File: config.mk
export PLATFORM = sky130hd
export DESIGN_NAME = mem_bus_arbiter
export DESIGN_NICKNAME = d
export VERILOG_FILES = /design/src/rtl/mem_bus_arbiter.sv
export SDC_FILE = /design/constraint.sdc
export NUM_CORES = 1
export LEC_CHECK = 0
export CAP_MARGIN = 30
export CORE_AREA = 2 2 172 174
export CTS_CLUSTER_SIZE = 30
export DETAILED_ROUTE_END_ITERATION = 6
export DIE_AREA = 0 0 174 176
export MAX_ROUTING_LAYER = met4
export PLACE_DENSITY_LB_ADDON = 0.05
export SYNTH_ARGS = -nofsm -noshare
export SYNTH_HDL_FRONTEND = slang
export SYNTH_SLANG_ARGS = --single-unit
File: constraint.sdc
create_clock -name clk -period 2.1 [get_ports clk]
set_clock_uncertainty 0.1 [all_clocks]
set_input_delay 0.42 -clock clk [delete_from_list [all_inputs] [get_ports clk]]
set_output_delay 0.42 -clock clk [all_outputs]
set_load 0.1 [all_outputs]
File: src/rtl/mem_bus_arbiter.sv
// N-channel arbiter that serialises client memory requests onto one RAM bus.
// One transaction is outstanding at a time. The FSM walks IDLE -> BUSY -> RESP,
// and a request takes at least 3 cycles.
// Ports:
//   clk, reset_n        clock and synchronous active-low reset
//   cl_read/cl_write    per-channel request levels
//   cl_address/wdata/ws per-channel request fields, packed by channel index
//   cl_rdata            read data broadcast to all channels, valid with cl_ready
//   cl_ready/cl_done    per-channel one-cycle completion pulses
//   mem_*               RAM-side strobes, latched fields and the granted channel ID
//   mem_rdata/ready/done RAM-side responses
module mem_bus_arbiter #(
  parameter int unsigned CHANNELS   = 2,
  parameter int unsigned DATA_WIDTH = 64,
  parameter int unsigned ADDR_WIDTH = 32,
  parameter int unsigned RR_MODE    = 1,
  parameter int unsigned ID_WIDTH   = $clog2(CHANNELS)
) (
  input  logic                           clk,
  input  logic                           reset_n,
  input  logic [CHANNELS-1:0]            cl_read,
  input  logic [CHANNELS-1:0]            cl_write,
  input  logic [CHANNELS*ADDR_WIDTH-1:0] cl_address,
  input  logic [CHANNELS*DATA_WIDTH-1:0] cl_wdata,
  input  logic [CHANNELS*2-1:0]          cl_ws,
  output logic [DATA_WIDTH-1:0]          cl_rdata,
  output logic [CHANNELS-1:0]            cl_ready,
  output logic [CHANNELS-1:0]            cl_done,
  output logic [ADDR_WIDTH-1:0]          mem_address,
  output logic                           mem_read,
  output logic                           mem_write,
  output logic [ID_WIDTH-1:0]            mem_source,
  output logic [1:0]                     mem_ws,
  output logic [DATA_WIDTH-1:0]          mem_wdata,
  input  logic [DATA_WIDTH-1:0]          mem_rdata,
  input  logic                           mem_ready,
  input  logic                           mem_done
);

  typedef enum logic [1:0] {IDLE, BUSY, RESP} state_t;

  state_t              state;
  logic [ID_WIDTH-1:0] rr_ptr;
  logic [ID_WIDTH-1:0] grant;
  logic                op_write;

  logic [CHANNELS-1:0] req;
  logic                any_req;
  logic [ID_WIDTH-1:0] winner;
  logic [ID_WIDTH-1:0] sel;
  int unsigned         idx;

  assign req        = cl_read | cl_write;
  assign mem_source = grant;

  // Winner scan: starts at rr_ptr in round-robin mode and at 0 in fixed priority.
  always_comb begin
    any_req = 1'b0;
    winner  = '0;
    idx     = 0;
    sel     = '0;
    for (int unsigned i = 0; i < CHANNELS; i++) begin
      idx = (RR_MODE != 0) ? (32'(rr_ptr) + i) : i;
      if (idx >= CHANNELS) idx = idx - CHANNELS;
      sel = ID_WIDTH'(idx);
      if (!any_req && req[sel]) begin
        any_req = 1'b1;
        winner  = sel;
      end
    end
  end

  // Transaction FSM. Client inputs are sampled only in IDLE.
  always_ff @(posedge clk) begin
    if (!reset_n) begin
      state       <= IDLE;
      rr_ptr      <= '0;
      grant       <= '0;
      op_write    <= 1'b0;
      mem_read    <= 1'b0;
      mem_write   <= 1'b0;
      mem_address <= '0;
      mem_wdata   <= '0;
      mem_ws      <= '0;
      cl_rdata    <= '0;
      cl_ready    <= '0;
      cl_done     <= '0;
    end else begin
      case (state)
        IDLE: begin
          if (any_req) begin
            // When a channel requests both operations, the write goes first.
            // The read stays pending.
            grant       <= winner;
            op_write    <= cl_write[winner];
            mem_write   <= cl_write[winner];
            mem_read    <= ~cl_write[winner];
            mem_address <= cl_address[32'(winner)*ADDR_WIDTH +: ADDR_WIDTH];
            mem_wdata   <= cl_wdata[32'(winner)*DATA_WIDTH +: DATA_WIDTH];
            mem_ws      <= cl_ws[32'(winner)*2 +: 2];
            state       <= BUSY;
          end
        end
        BUSY: begin
          // A completion that does not match the latched op is ignored.
          if (!op_write && mem_ready) begin
            cl_rdata        <= mem_rdata;
            cl_ready[grant] <= 1'b1;
            mem_read        <= 1'b0;
            state           <= RESP;
          end else if (op_write && mem_done) begin
            cl_done[grant]  <= 1'b1;
            mem_write       <= 1'b0;
            state           <= RESP;
          end
        end
        RESP: begin
          cl_ready <= '0;
          cl_done  <= '0;
          if (RR_MODE != 0) begin
            rr_ptr <= (32'(grant) == CHANNELS - 1) ? '0 : grant + 1'b1;
          end
          state <= IDLE;
        end
        default: state <= IDLE;
      endcase
    end
  end

endmodule
# Word-level counts from Yosys, hierarchy flattened

Cells that the tools add are included.

Bits in read-only memories: 0
Register bits after elaboration: 173
Memories: 0
Output and inout bits: 169
RAM bits: 0
Input port bits: 268
Latch bits: 0

Multipliers: 0
Shifts and indexed selects: 3
Div/mod/pow operators: 0
Bitwise logic cells: 4
Equality and inequality tests: 7
$lt $le $gt $ge: 7
Multiplexer cells: 31
$add $sub $neg: 4
Reductions and logical operators: 16

Operator list:

| cell                  | count |
|---|---|
| $shiftx A128 B8 Y64   | 1 |
| $shiftx A64 B7 Y32    | 1 |
| $mux W1               | 19 |
| $mux W2               | 6 |
| $pmux W2 S2           | 3 |
| $lt A1 B2 Y1 const B  | 4 |
| $ne A2 B2 Y1 const B  | 4 |
| $reduce_and A2 Y1     | 4 |
| $or A2 B2 Y2          | 3 |
| $reduce_and A3 Y1     | 2 |
| $logic_and A1 B1 Y1   | 4 |
| $pmux W1 S2           | 2 |
| $reduce_and A4 Y1     | 1 |
| $reduce_bool A2 Y1    | 2 |
| $shiftx A4 B3 Y2      | 1 |
| $ne A3 B3 Y1 const B  | 1 |
| $add A1 B1 Y2 const B | 1 |
| $eq A2 B1 Y1 const B  | 1 |
| $eq A2 B2 Y1 const B  | 1 |
| $ge A1 B2 Y1 const B  | 1 |
| $ge A2 B2 Y1 const B  | 1 |
| $logic_not A1 Y1      | 2 |
| $logic_not A2 Y1      | 1 |
| $sub A1 B1 Y1 const B | 2 |
| 4 further kinds       | 4 |

# Depth between registers and ports, before layout

Gate-level depths: netlist of the first run.

Depth in word-level cells: 13
Depth in mapped cells: 8
Mapped depth without buffers: 6

# Least setup slack after synthesis of the first run

Ideal clock, no wire load.

Path kind: reg-to-reg
From: register grant (netlist: mem_source)
To: register cl_done[0]
Buffers on the path: 0
Path slack: 509 ps
Stages on the path, launching flop included: 4
Arrival time: 1,357 ps
Period minus slack after synthesis: 1,591 ps
Required time: 1,866 ps
Path through: dfxtp_1 > inv_1 > a21oi_1 > a211oi_1

Longest elaborated chain between the ends: 8

RTL lines:

| what                                                                      | RTL line | text |
|---|---|---|
| from (decl)                                                               | 44       | `logic [ID_WIDTH-1:0] grant;` |
| from (signal assigned)                                                    | 94       | `grant <= winner;` |
| $lt A1 B2 Y1 (not written as such) / $ge A1 B1 Y1 (equally long branches) | 112      | `cl_done[grant] <= 1'b1;` |
| $logic_and A1 B1 Y1 (not written as such)                                 | 112      |  |
| $mux W1 (not written as such)                                             | 112      |  |
| $demux W1 S1 (*)                                                          | 112      |  |
| $or A2 B2 Y2 (no line) (*)                                                | n/a      |  |
| $mux W2 (*)                                                               | 111      | `end else if (op_write && mem_done) begin` |
| $mux W2 (*)                                                               | 106      | `if (!op_write && mem_ready) begin` |
| $pmux W2 S2 (*)                                                           | 89       | `case (state)` |
| to (signal assigned)                                                      | 87       | `cl_done <= '0;` |
| to (signal, indexed assignment)                                           | 112      |  |
| to (signal assigned)                                                      | 119      | `cl_done <= '0;` |
| to (decl)                                                                 | 28       | `output logic [CHANNELS-1:0] cl_done,` |

Every way passes the cells marked *; elsewhere a longest branch is shown, timed or not. The select of a mux whose other input is x is not followed.
A chain may end at the register's enable or synchronous reset.

# Worst setup path in the final report of the first run

From: register state[1]
To: register cl_rdata[28]

Longest elaborated chain between the ends: 2

RTL lines:

| what                        | RTL line | text |
|---|---|---|
| from (decl)                 | 42       | `state_t state;` |
| from (signal assigned)      | 76       | `state <= IDLE;` |
| from (signal assigned)      | 101      | `state <= BUSY;` |
| from (signal assigned)      | 110      | `state <= RESP;` |
| $eq A2 B1 Y1                | 89       |  |
| $reduce_and A2 Y1 (no line) | n/a      |  |
| to (signal assigned)        | 107      | `cl_rdata <= mem_rdata;` |
| to (decl)                   | 26       | `output logic [DATA_WIDTH-1:0] cl_rdata,` |

Every way passes these cells.

==> results of run 1 <==
==> layout make-up <==
type                            instances  area [µm²]  share of cell area, %
Antenna cell                            4        10.0                 0.0842
Clock buffer                           21         450                   3.79
Clock inverter                         10         141                   1.19
Inverter                                4        15.0                  0.126
Multi-Input combinational cell        635        3030                   25.5
Sequential cell                       173        3460                   29.1
Tap cell                              384         480                   4.04
Timing Repair Buffer                  463        4300                   36.2
==> worst paths after layout <==
path | end | slack [ps] | cells after the start
worst max-delay path | cl_rdata[28] | 250 | 6
worst min-delay path | mem_wdata[31] | 280 | 3
worst max register to register | cl_rdata[28] | 250 | 6
worst min register to register | cl_rdata[50] | 350 | 2
==> cell usage in the layout, fill, tap and decap left out, types with 2 or more instances in the layout <==
| master | count |
|---|---|
| nand2_1 | 330 |
| clkdlybuf4s50_1 | 266 |
| buf_4 | 184 |
| dfxtp_1 | 173 |
| a31oi_1 | 98 |
| o21ai_0 | 88 |
| a21oi_1 | 69 |
| clkbuf_16 | 17 |
| buf_12 | 13 |
| o21ai_1 | 8 |
| diode_2 | 4 |
| nor2_1 | 4 |
| ha_1 | 4 |
| inv_1 | 3 |
| o21ai_2 | 3 |
| a211oi_1 | 3 |
| clkinv_4 | 3 |
| bufinv_16 | 3 |
| clkbuf_1 | 3 |
| nand3_1 | 2 |
| o31ai_1 | 2 |
| and2_1 | 2 |
| a21boi_0 | 2 |
| clkinv_2 | 2 |
| clkinvlp_4 | 2 |
==> layer usage <==
layer	part of all wire (%)	global-route usage, %
met1	42	21.2
met2	48	31.2
met3	8.5	6.87
met4	1.6	5.22
met5	0	-
==> state kept, by name (all words and copies together) (netlist names) <==
register,count
cl_done,2
cl_rdata,64
cl_ready,2
mem_address,32
mem_read,1
mem_source,1
mem_wdata,64
mem_write,1
mem_ws,2
op_write,1
rr_ptr,1
state,2
==> through the flow <==
| stage | worst slack, ps | TNS (ps) | cell area (µm²) | hold slack, ps |
|---|---|---|---|---|
| finish | 250 | 0 | 11900 | 280 |
| floorplan | 509 | 0 | 6940 | 381 |
| global placement | -69.7 | -1840 | 11300 | 343 |
| global route | 51.7 | 0 | 11900 | 286 |
| CTS | 209 | 0 | 11900 | 270 |
| detailed placement | -66.0 | -2040 | 11300 | 346 |
==> logic make-up (layout without fill, tap and decap cells) <==
logic type / after synthesis / count (layout) / synth area share (%)
and+or+nand+nor: 348 / 348 / 19.6
AOI/OAI and AO/OA: 282 / 282 / 23.0
DFF: 173 / 173 / 49.9
buffers and inverters: 81 / 498 / 6.62
adders and majority gates: 4 / 4 / 0.721
muxes: 1 / 1 / 0.144
other: 0 / 4 / 0
==> report_power, final <==
| group | total, mW | internal, mW | switching (mW) |
|---|---|---|---|
| combinational | 9.68 | 2.20 | 7.48 |
| sequential | 4.48 | 4.07 | 0.408 |
| clock | 3.29 | 1.90 | 1.38 |
| total | 17.4 | 8.17 | 9.27 |
==> critical path, stage by stage (launching register included) <==
cell	delay (ps)
dfxtp_1	350
inv_1	90
ha_1	320
nand3b_1	190
buf_4	460
nand2_1	110
a21oi_1	150
==> impl_results.md, run 1 <==
* Layout area overhead at 71.4%
* Arrival time worst endpoint at between 2000 and 2500 ps
* Post-Syn Area at 0.00694 mm²
* Library cells used by synthesis at 40
* Placeable Area at about 0.029 mm²
* GRT Util Overall at 18.7%
* Syn_nets at approximately 1,200
* Final setup viols at 0
* # DRC at 0
* Synth warnings at 0
* Req. time, crit path at roughly 2400 ps
* Hold violation count in the final report at 0
* # rows at 62
* Slew HR at between 60% and 70%
* CTS Buf Count at 17
* Routed Antenna Nets at 0
* Max Freq at 541 MHz
* PostCTS Resize Cnt at 0
* GR Overflow Total at 0
* I/O pin cnt at roughly 440
* TritonCTS Sinks at 173
* PD cells at between 1000 and 1500 mW/mm²
* Setup bufs post-CTS at 0
* Worst-Skew Late Latency at 420 ps
* Final core occ at 41.7%
* DRT Pass-1 Iters at 4
* Pleak at between 4 and 5 nW
* EDFF count, synth at 0
* HP Class: primary input to register
* Detailed Place HPWL at ~21,000 µm
* Count leader, synth: nand2_1
* CTS tree: done
* Synth Flop Type: dfxtp_1
* Die W at around 170 µm
* Worst hold start: reset_n
* Crit end category: register
* Top area cells in the synthesized netlist: dfxtp_1, nand2_1, a31oi_1, o21ai_0, a21oi_1
* Starting DRT DRC Count at about 340
* Pwr Total at between 15 and 20 mW
* Startpoint Class: register
* Post-synth top cells: nand2_1, dfxtp_1, a31oi_1, o21ai_0, a21oi_1
* # fillers at approximately 3,000
* Crit path from: state[1]
* Root Driver: clkbuf_16
* Hold-fix buffers at CTS at 0
* GP Congestion at approximately 0.78
* Worst-case clock buffer depth at 2
* Ys async rst share at 0%
* Min Clock Period, post-route at between 1500 and 2000 ps
* Cells after synthesis at around 890
* Vias per cell at between 4 and 5
* Die height at roughly 180 µm
* Worst Tran Pin Value at 523 ps
* Synth top area share at approximately 50%
* Largest net degree at the start of global routing at 77
* Final worst-path cycle share at around 88%
* First-pass GRT wire length at around 43,000 µm
* Final nets at between 1,500 and 2,000
* Initial antenna violation count at 3
* H-tree depth at 4
* Max-cap violations at 0
* Placed Cells at 1,659
* Buffers on Ports at about 440
* Initial Util at around a quarter
* Status: finished clean
* Slew Limit Fails at 0
* Non-Filler Instances at 1,694
* VDD IR-drop max at around 0.63 mV
* Post-synthesis sequential area ratio at between 40% and 50%
* RSZ-0062 raised after global routing: no
* DR WL/cell at approximately 17 µm
* Die area at just over 0.03 mm²
* FF-to-FF Start: state[1]
* Critical-path maximum fanout at 47
* Vias in the first global route at approximately 7,400
* Seq cells post-synth at 173
* CTS clk-pin slew, worst paths at roughly 70 ps
* Critical path type: register to register
* WL final at 28,800 µm
* Leading area contributor after synthesis: dfxtp_1
* Via count at roughly 7,500
* Syn avg cell area at between 7 and 8 µm²
* Share of layout cells above drive strength 1 at between 10% and 20%
Note: power is estimated with default switching activity, not from simulation.
==> run 2: changes to the inputs <==
CORE_AREA = 2 2 170 172   (was 2 2 172 174)
DIE_AREA = 0 0 172 174   (was 0 0 174 176)
clock period = 2.32 ns   (was 2.1 ns; I/O delays follow)
==> run 2 against run 1 <==
- non-clock buffer count grew 2
- critical path depth is the same
- register-to-register slack gained 160 ps
- fmax shrank 3.1%
- sequential share of layout area shrank 0.29 points
- critical path type unchanged
- largest power group unchanged
==> impl_results.md, run 2 (synthesis results as in run 1) <==
* Status: finished clean (unchanged)
* Starting DRT DRC Count at 354 (was 341)
* Buffers on Ports at 436 (unchanged)
* Die W at 172 µm (was 174 µm)
* GR Overflow Total at 0 (unchanged)
* Met3 usage at 7.76% (was 6.87%)
* Slew HR at 74.7% (was 65.1%)
* Hold violation count in the final report at 0 (unchanged)
* CP Cell Sequence: inv_1 > ha_1 > and3b_2 > buf_12 > nand2_1 > a21oi_1 (was inv_1 > ha_1 > nand3b_1 > buf_4 > nand2_1 > a21oi_1)
* Routed Antenna Nets at 0 (unchanged)
* Startpoint Class: register (unchanged)
* Design area at 0.0120 mm² (was 0.0119 mm²)
* Slew Limit Fails at 0 (unchanged)
* CTS Buf Count at 17 (unchanged)
* DR WL/cell at 17.0 µm (about the same)
* Met2 usage at 32.5% (was 31.2%)
* Die area at 0.0299 mm² (was 0.0306 mm²)
* GRT Util Overall at 19.3% (was 18.7%)
* DRT Pass-1 Iters at 7 (was 4)
* RSZ-0062 raised after global routing: no (unchanged)
* Busiest layer in global routing: met2 (unchanged)
* Initial Util at 24.6% (was 24.3%)
* Dpl cell area at 0.0114 mm² (was 0.0113 mm²)
* # DRC at 0 (unchanged)
* Vias in the first global route at 7,568 (was 7,350)
* GP Congestion at 0.778 (was 0.779)
* Largest net degree at the start of global routing at 78 (was 77)
* CTS clk-pin slew, worst paths at 70 ps (about the same)
* Arrival time worst endpoint at 2170 ps (was 2110 ps)
* Crit end category: register (unchanged)
* Via count at 7,526 (was 7,507)
* Worst Tran Pin Value at 380 ps (was 523 ps)
* Commonest non-fill, non-tap cells in the layout: nand2_1, clkdlybuf4s50_1, buf_4 (unchanged)
* First-pass GRT wire length at 42,900 µm (about the same)
* H-tree depth at 4 (unchanged)
* PostCTS Resize Cnt at 0 (unchanged)
* I/O pin cnt at 437 (unchanged)
* # rows at 62 (unchanged)
* Placed Cells at 1,661 (was 1,659)
* Final core occ at 42.5% (was 41.7%)
* Req. time, crit path at 2580 ps (was 2360 ps)
* Die height at 174 µm (was 176 µm)
* Critical path's largest stage delay at 410 ps (was 460 ps)
* Placeable Area at 0.0282 mm² (was 0.0285 mm²)
* Final nets at 1,568 (was 1,566)
* Critical-path maximum fanout at 46 (was 47)
* Total negative setup slack at 0 ps (unchanged)
* Crit path max-delay family: simple AND/OR/NAND/NOR gates (was buffers and inverters)
* Slowest CP cell: and3b_2 (was buf_4)
* Most common cell after layout, fill and taps aside: nand2_1 (unchanged)
* Min Clock Period, post-route at 1910 ps (was 1850 ps)
* Worst-case clock buffer depth at 2 (unchanged)
* Setup bufs post-CTS at 0 (unchanged)
* TritonCTS Sinks at 173 (unchanged)
* Multi-input gate area at 0.00303 mm² (unchanged)
* Root Driver: clkbuf_16 (unchanged)
* Detailed Place HPWL at 21,700 µm (was 21,200 µm)
* Hold-fix buffers at CTS at 0 (unchanged)
* Max-cap violations at 0 (unchanged)
* Final worst-path cycle share at 82.3% (was 88.1%)
* Biggest regs: cl_rdata x64, mem_wdata x64, mem_address x32 (unchanged)
* Final setup viols at 0 (unchanged)
* Met1 GRT Util at 20.7% (was 21.2%)
* CTS tree: done (unchanged)
* Critical path type: register to register (unchanged)
* Initial antenna violation count at 9 (was 3)
* Vias per cell at 4.42 (was 4.43)
* Non-Filler Instances at 1,701 (was 1,694)
* # fillers at 2,940 (was 3,045)
* Share of layout cells above drive strength 1 at 18.3% (was 18.1%)
* Worst-Skew Late Latency at 420 ps (about the same)
* Critical path buffers and inverters at 2 (unchanged)
* Pleak at 4.87 nW (was 4.82 nW)
* Layout area overhead at 73.1% (was 71.4%)
* PD cells at 1340 mW/mm² (was 1470 mW/mm²)
* Area occupied by registers at 0.00346 mm² (unchanged)
* WL final at 29,000 µm (was 28,800 µm)
* Max Freq at 524 MHz (was 541 MHz)
* HP Class: register to register (was primary input to register)
* VDD IR-drop max at 0.641 mV (was 0.627 mV)
-- run 2: path summary, 6_finish.rpt --
check / start / end / slack [ps] / depth (start not counted)
setup reg to reg: state[1] / cl_rdata[29] / 410 / 6
hold / removal: cl_rdata[50] / cl_rdata[50] / 360 / 2
setup / recovery: state[1] / cl_rdata[29] / 410 / 6
hold reg to reg: cl_rdata[50] / cl_rdata[50] / 360 / 2
-- run 2: power breakdown --
part / internal, mW / total, mW / leakage [nW] / switching (mW)
sequential: 3.68 / 4.06 / 1.42 / 0.378
combinational: 2.17 / 8.96 / 3.15 / 6.80
clock: 1.73 / 3.05 / 0.301 / 1.32
-- run 2: routing by layer --
layer	vias to the layer above	wire (µm)
met3	17	3090
met4	0	382
li1	3847	-
met1	3380	11300
met5	-	0
met2	282	14100
-- run 2: stage by stage --
stage / hold slack (ps) / total power, mW / worst slack [ps]
2_1_floorplan: 381 / 10.8 / 712
3_3_place_gp: 343 / 13.1 / 128
3_5_place_dp: 348 / 13.1 / 78.4
4_1_cts: 359 / 16.3 / 404
5_1_grt: 371 / 16.8 / 236
6_report: 355 / 16.1 / 410
-- run 2: final cells by class --
class,instances,share of cell area (%)
sequential,173,28.8
multi-input combinational,635,25.2
antenna,9,0.187
timing repair buffer,465,36.6
inverter,4,0.125
clock inverter,13,1.51
clock buffer,18,3.57
tap,384,4.00
-- run 2: tightest hold or removal path: stages (launching register included) --
cell	delay, ps
dfxtp_1	310
nand2_1	50
a21oi_1	50
